===== config.mk =====
export PLATFORM = sky130hd
export DESIGN_NAME = controle_botoes
export DESIGN_NICKNAME = d
export VERILOG_FILES = /design/src/rtl/controle_botoes.sv
export SDC_FILE = /design/constraint.sdc
export NUM_CORES = 1
export LEC_CHECK = 0
export CAP_MARGIN = 25
export CORE_MARGIN = 2
export CORE_UTILIZATION = 35
export CTS_CLUSTER_SIZE = 20
export DETAILED_ROUTE_END_ITERATION = 10
export PLACE_DENSITY = 0.49
export SETUP_SLACK_MARGIN = 0.3
export SLEW_MARGIN = 25
export SYNTH_ARGS = -nofsm -noshare
export SYNTH_HDL_FRONTEND = slang
export SYNTH_SLANG_ARGS = --single-unit

===== constraint.sdc =====
create_clock -name clk -period 4.2 [get_ports clk]
set_clock_uncertainty 0.05 [all_clocks]
set_input_delay 1.05 -clock clk [delete_from_list [all_inputs] [get_ports clk]]
set_output_delay 1.05 -clock clk [all_outputs]
set_load 0.05 [all_outputs]

===== src/rtl/controle_botoes.sv =====
// controle_botoes: push-button front-end and run-control FSM for the stopwatch.
// Each raw button is normalised to pressed=1, then passed through a 2-flop
// synchronizer and a debounce counter. A press-edge pulse is taken when a
// debounced level is accepted, and the pulses drive the run-state FSM.
// Ports:
//   clk           system clock, rising edge
//   rst           asynchronous, active-high reset
//   botao0..3     raw buttons: iniciar, pausar, zerar, volta
//   estado        run state: 00 ZERADO, 01 CONTANDO, 10 PAUSADO, 11 VOLTA
//   evento_zera   one-cycle pulse when a zerar press is accepted
//   botoes_limpos debounced levels, active-high pressed, bit i = botao i
module controle_botoes #(
  parameter int unsigned DEB_CICLOS  = 500000,
  parameter bit          ATIVO_BAIXO = 1'b1
) (
  input  logic       clk,
  input  logic       rst,
  input  logic       botao0,
  input  logic       botao1,
  input  logic       botao2,
  input  logic       botao3,
  output logic [1:0] estado,
  output logic       evento_zera,
  output logic [3:0] botoes_limpos
);

  localparam int unsigned NB = 4;
  localparam int unsigned CW = $clog2(DEB_CICLOS + 1);
  localparam logic [CW-1:0] CNT_MAX = CW'(DEB_CICLOS - 1);

  typedef enum logic [1:0] {
    ZERADO   = 2'b00,
    CONTANDO = 2'b01,
    PAUSADO  = 2'b10,
    VOLTA    = 2'b11
  } estado_t;

  logic [NB-1:0] bruto;
  logic [NB-1:0] sync1;
  logic [NB-1:0] sync2;
  logic [NB-1:0] pulso;
  logic [CW-1:0] cnt [NB];

  estado_t est_q;
  estado_t est_d;
  logic    zera_d;

  // Normalise polarity so that pressed reads 1 from here on.
  assign bruto = {botao3, botao2, botao1, botao0} ^ {NB{ATIVO_BAIXO}};

  // Synchronizer, debounce and press-edge detection.
  // The press pulse is registered on the acceptance edge, so the FSM acts one
  // edge later, the same cycle that botoes_limpos shows the new level.
  always_ff @(posedge clk or posedge rst) begin
    if (rst) begin
      sync1         <= '0;
      sync2         <= '0;
      botoes_limpos <= '0;
      pulso         <= '0;
      for (int i = 0; i < int'(NB); i++) cnt[i] <= '0;
    end else begin
      sync1 <= bruto;
      sync2 <= sync1;
      for (int i = 0; i < int'(NB); i++) begin
        pulso[i] <= 1'b0;
        if (sync2[i] != botoes_limpos[i]) begin
          if (cnt[i] == CNT_MAX) begin
            botoes_limpos[i] <= sync2[i];
            cnt[i]           <= '0;
            pulso[i]         <= sync2[i];  // only 0->1 acceptances are events
          end else begin
            cnt[i] <= cnt[i] + CW'(1);
          end
        end else begin
          cnt[i] <= '0;
        end
      end
    end
  end

  // FSM state register.
  always_ff @(posedge clk or posedge rst) begin
    if (rst) begin
      est_q       <= ZERADO;
      evento_zera <= 1'b0;
    end else begin
      est_q       <= est_d;
      evento_zera <= zera_d;
    end
  end

  // Next state: only the highest-priority event in a cycle is considered,
  // even if the state ignores it (lower ones are dropped, not queued).
  always_comb begin
    est_d  = est_q;
    zera_d = 1'b0;
    if (pulso[2]) begin
      est_d  = ZERADO;
      zera_d = 1'b1;
    end else if (pulso[1]) begin
      if (est_q == CONTANDO || est_q == VOLTA) est_d = PAUSADO;
    end else if (pulso[0]) begin
      if (est_q != CONTANDO) est_d = CONTANDO;
    end else if (pulso[3]) begin
      case (est_q)
        CONTANDO: est_d = VOLTA;
        VOLTA:    est_d = CONTANDO;
        default:  est_d = est_q;
      endcase
    end
  end

  assign estado = est_q;

endmodule


## Word-level counts from Yosys, hierarchy flattened

Cells that the tools add are included.

| cells by class | value |
|---|---|
| reductions and logical operators | 8 |
| bitwise logic cells | 1 |
| $add $sub $neg | 4 |
| muxes and demuxes | 24 |
| eq/ne operators | 13 |

Operators with widths:

| operator | number |
|---|---|
| $mux 19 | 8 |
| $add 19x1->19 const B | 4 |
| $eq 19x19->1 const B | 4 |
| $mux 2 | 6 |
| $mux 1 | 9 |
| $reduce_and 2->1 | 4 |
| $reduce_bool 5->1 | 1 |
| $ne 1x1->1 | 4 |
| $ne 4x1->1 const B | 1 |
| $not 4->4 | 1 |
| $pmux 2 s2 | 1 |
| $reduce_and 4->1 | 1 |
| $reduce_bool 4->1 | 1 |
| $ne 3x1->1 const B | 1 |
| $eq 2x1->1 const B | 1 |
| $eq 2x2->1 const B | 1 |
| $ne 2x1->1 const B | 1 |
| $logic_or 1x1->1 | 1 |

| storage, ports and cells | value |
|---|---|
| register bits | 95 |
| bits of input ports | 6 |
| output and inout bits | 7 |
| word-level logic and storage cells | 63 |

## Logic depth before layout (Yosys ltp)

| depth | value |
|---|---|
| depth after elaboration | 6 |
| mapped depth | 7 |
| mapped depth without buffers | 5 |

## Worst setup path after synthesis

OpenSTA, ideal clock, no wires.

| path | value |
|---|---|
| kind | register to register |
| start | reg cnt[68] in the netlist's numbering |
| end | reg cnt[64] in the netlist's numbering |
| path buffers | 2 |
| library setup time | 132 ps |
| period minus slack after synthesis | 1924 ps |
| setup slack | 2276 ps |
| cell stages (with the launch flop) | 7 |
| required time | 4018 ps |
| arrival | 1742 ps |
| path through | dfrtp_1 > or4bb_1 > nor2_1 > a31o_2 > clkbuf_1 > clkbuf_1 > nor2_1 |

| between the ends | value |
|---|---|
| longest elaborated chain between the ends | 3 |

RTL lines:

| element | RTL line | RTL |
|---|---|---|
| start: declaration | 42 | `logic [CW-1:0] cnt [NB];` |
| start signal: indexed assignment | 72 | `cnt[i] <= cnt[i] + CW'(1);` |
| $eq 19x19->1 | 67 | `if (cnt[i] == CNT_MAX) begin` |
| $mux 19 | 67 |  |
| $mux 19 | 66 | `if (sync2[i] != botoes_limpos[i]) begin` |

Every way passes these cells.
A chain may end at the register's enable or synchronous reset.

## Worst setup path after layout

| path | value |
|---|---|
| start | reg est_q[0], in the netlist estado[0] |
| end | out estado[0] |

RTL lines:

| element | RTL line | RTL |
|---|---|---|
| start: declaration | 44 | `estado_t est_q;` |
| start signal: assignment | 87 | `est_q <= est_d;` |
| end: declaration | 22 | `output logic [1:0] estado,` |

No word-level cell between the ends.

==> impl_metrics.yaml <==
logic_synthesis:
  synth-main-ff-cell: "dfrtp_1"
  synth_cell_type_count: 40
  synth_top_area_share_pct: 53.7
  synthArstFlopShare_pct: 100
  synth_xor_area_share_pct: 10.5
  yosys_warnings: 0
  synth_compound_area_share_pct: 5.79
  synth.most_common_cell: "dfrtp_1"
  synth_enable_flop_cells: 0
  synthSimpleGateAreaFrac_pct: 25.9
  synth_common_cells: "95 x dfrtp_1, 65 x nor2_1, 33 x xnor2_1"
  syn_nets: 446
  synth.avg_cell_area_um2: 10.2
  synthAdderAreaFrac_pct: 1.13
  synth_top_cell_by_area: "dfrtp_1"
  synth_top_family_by_area: "simple AND/OR/NAND/NOR gates"
  ys_ff_latch: 95
  synth_area_leaders: "dfrtp_1 54%, xnor2_1 6.5%, nor2_1 5.5%"
  synth-seq-area-share_pct: 53.7
  syn_area_um2: 4430
  muxShareOfSynthArea_pct: 1.02
  synth_cells: 436
sta:
  grt_setup_unrepaired: "no"
  slew_headroom_pct: 54.6
  setup_viol: 0
  drv_slew: 0
  setup_tns_ps: 0
  worstMarginPinSlew_ps: 681
  period_share_pct: 64.1
  max_freq_ghz: 0.371
  fin_crit_ps: 2690
  holdWs_ps: 303
  hold_viol: 0
critical_path:
  worstSetupPathType: "reg2out"
  crit_required_ps: 3100
  cp_max_fo: 4
  crit_chain: "clkdlybuf4s50_1"
  end_kind: "output pin"
  critPathMaxStageDelay_ps: 860
  cp-start-kind: "flop"
  path_delay_family: "buffers and inverters"
  critical-path-slowest-cell: "clkdlybuf4s50_1"
  critical_path_arrival_ps: 1590
  cp_num_buf_inv: 1
detailed_routing:
  antenna_left: 0
  drc: 0
  wl_per_cell_um: 13.6
  first_pass_iters: 4
  drt_iter0_drc: 142
  via_per_inst: 5.01
  routed_wl_um: 8550
  via_count: 3158
cts:
  postCtsSetupBuffers: 0
  cts_sinks: 95
  tritoncts: "yes"
  cts_hold_buf: 0
  cts-root-buf: "clkbuf_16"
  path_clk_slew_ps: 60
  cts_made_buffers: 9
  cts_buffer_depth: 2
  cts-htree-levels: 3
  clk_latency_ps: 340
  postCtsResizedCells: 0
power:
  p_per_area_nw_per_um2: 362
  max-vdd-ir-drop_mv: 0.260
  p_leak_nw: 2.01
final_layout:
  antenna_cells: 0
  fillers: 1228
  area_growth_pct: 14.7
  nNetsFinal: 465
  drive_gt1_share_pct: 6.99
global_route:
  grt_pass1_wl_um: 15100
  antenna_found_initial: 0
  overflow: 0
  grt_start_max_net_pins: 53
  grt_usage_pct: 14.4
  grt_pass1_vias: 3133
place:
  io_buffers: 12
  hpwlAfterDp_um: 5710
  gp_congestion: 0.754
status:
  status: "completed"
die:
  core-area_um2: 12500
  die-area_um2: 13600
  initial_core_util_pct: 35.5
  fp.dieW_um: 116
  io_pins: 13
  rows: 41
  die_y_um: 116
hold_path:
  hold_path_class: "reg2reg"
flow_run:
  maxCapViolCount: 0
per-stage QoR:
step | instances | worst slack, ps | util (%) | power, mW | cell area [µm²]
2_1_floorplan | 436 | 623 | - | 0.995 | 4430
3_3_place_gp | 616 | 1880 | 38.3 | 1.02 | 4770
3_5_place_dp | 616 | 1860 | 38.3 | 1.02 | 4780
4_1_cts | 630 | 1490 | 40.7 | 1.88 | 5080
5_1_grt | 630 | 1440 | 40.7 | 1.93 | 5080
6_report | 630 | 1510 | 40.7 | 1.84 | 5080
sequential cells by signal, summed over array words and instances (netlist names):
signal,flops
cnt,76
botoes_limpos,4
pulso,4
sync1,4
sync2,4
estado,2
evento_zera,1
layout make-up:
cell class / instances / area [µm²] / share of cell area [%]
multi-input combinational: 318 / 1970 / 38.7
inverter: 16 / 62.6 / 1.23
timing repair buffer: 15 / 155 / 3.06
clock buffer: 9 / 225 / 4.44
clock inverter: 5 / 75.1 / 1.48
sequential: 95 / 2380 / 46.8
tap: 172 / 215 / 4.24
worst paths after layout:
kind / startpoint / endpoint / slack, ps / cells past startpoint
setup / recovery: estado[0] / estado[0] / 1510 / 1
hold / removal: sync1[2] / sync2[2] / 300 / 0
setup reg to reg: cnt[38] / cnt[54] / 2150 / 6
hold reg to reg: sync1[2] / sync2[2] / 300 / 0
max in group asynchronous: rst / pulso[3] / 2310 / 3
min in group asynchronous: rst / sync1[0] / 1120 / 2
power by group:
part / switching [mW] / total, mW / internal [mW]
sequential: 0.0124 / 0.941 / 0.928
clock: 0.328 / 0.840 / 0.511
combinational: 0.0399 / 0.0586 / 0.0187
metal layers:
layer / global-route usage (%) / wire (µm) / vias to the layer above
li1: - / - / 1592
met1: 19.0 / 4240 / 1523
met2: 22.9 / 3900 / 32
met3: 4.57 / 311 / 11
met4: 4.52 / 104 / 0
met5: 0 / 0 / -
cells by family after synthesis:
group,after synthesis
and+or+nand+nor,213
DFF,95
xor gates and xnor gates,53
AOI/OAI and AO/OA,44
buffers and inverters,23
muxes,4
adders and majority gates,4
layout by cell type, fill, tap and decap left out, types with 9 or more instances in the layout:
| master | count |
|---|---|
| dfrtp_1 | 95 |
| nor2_1 | 65 |
| xnor2_1 | 33 |
| nand3_1 | 29 |
| nand2_1 | 21 |
| nand4_1 | 20 |
| xor2_1 | 20 |
| a21oi_1 | 19 |
| inv_1 | 15 |
| nor4_1 | 13 |
| or3_1 | 12 |
| clkdlybuf4s50_1 | 12 |
| nor3_1 | 10 |
| o21ai_0 | 9 |
| clkbuf_16 | 9 |
No activity file was read; power rests on OpenSTA's default activity.
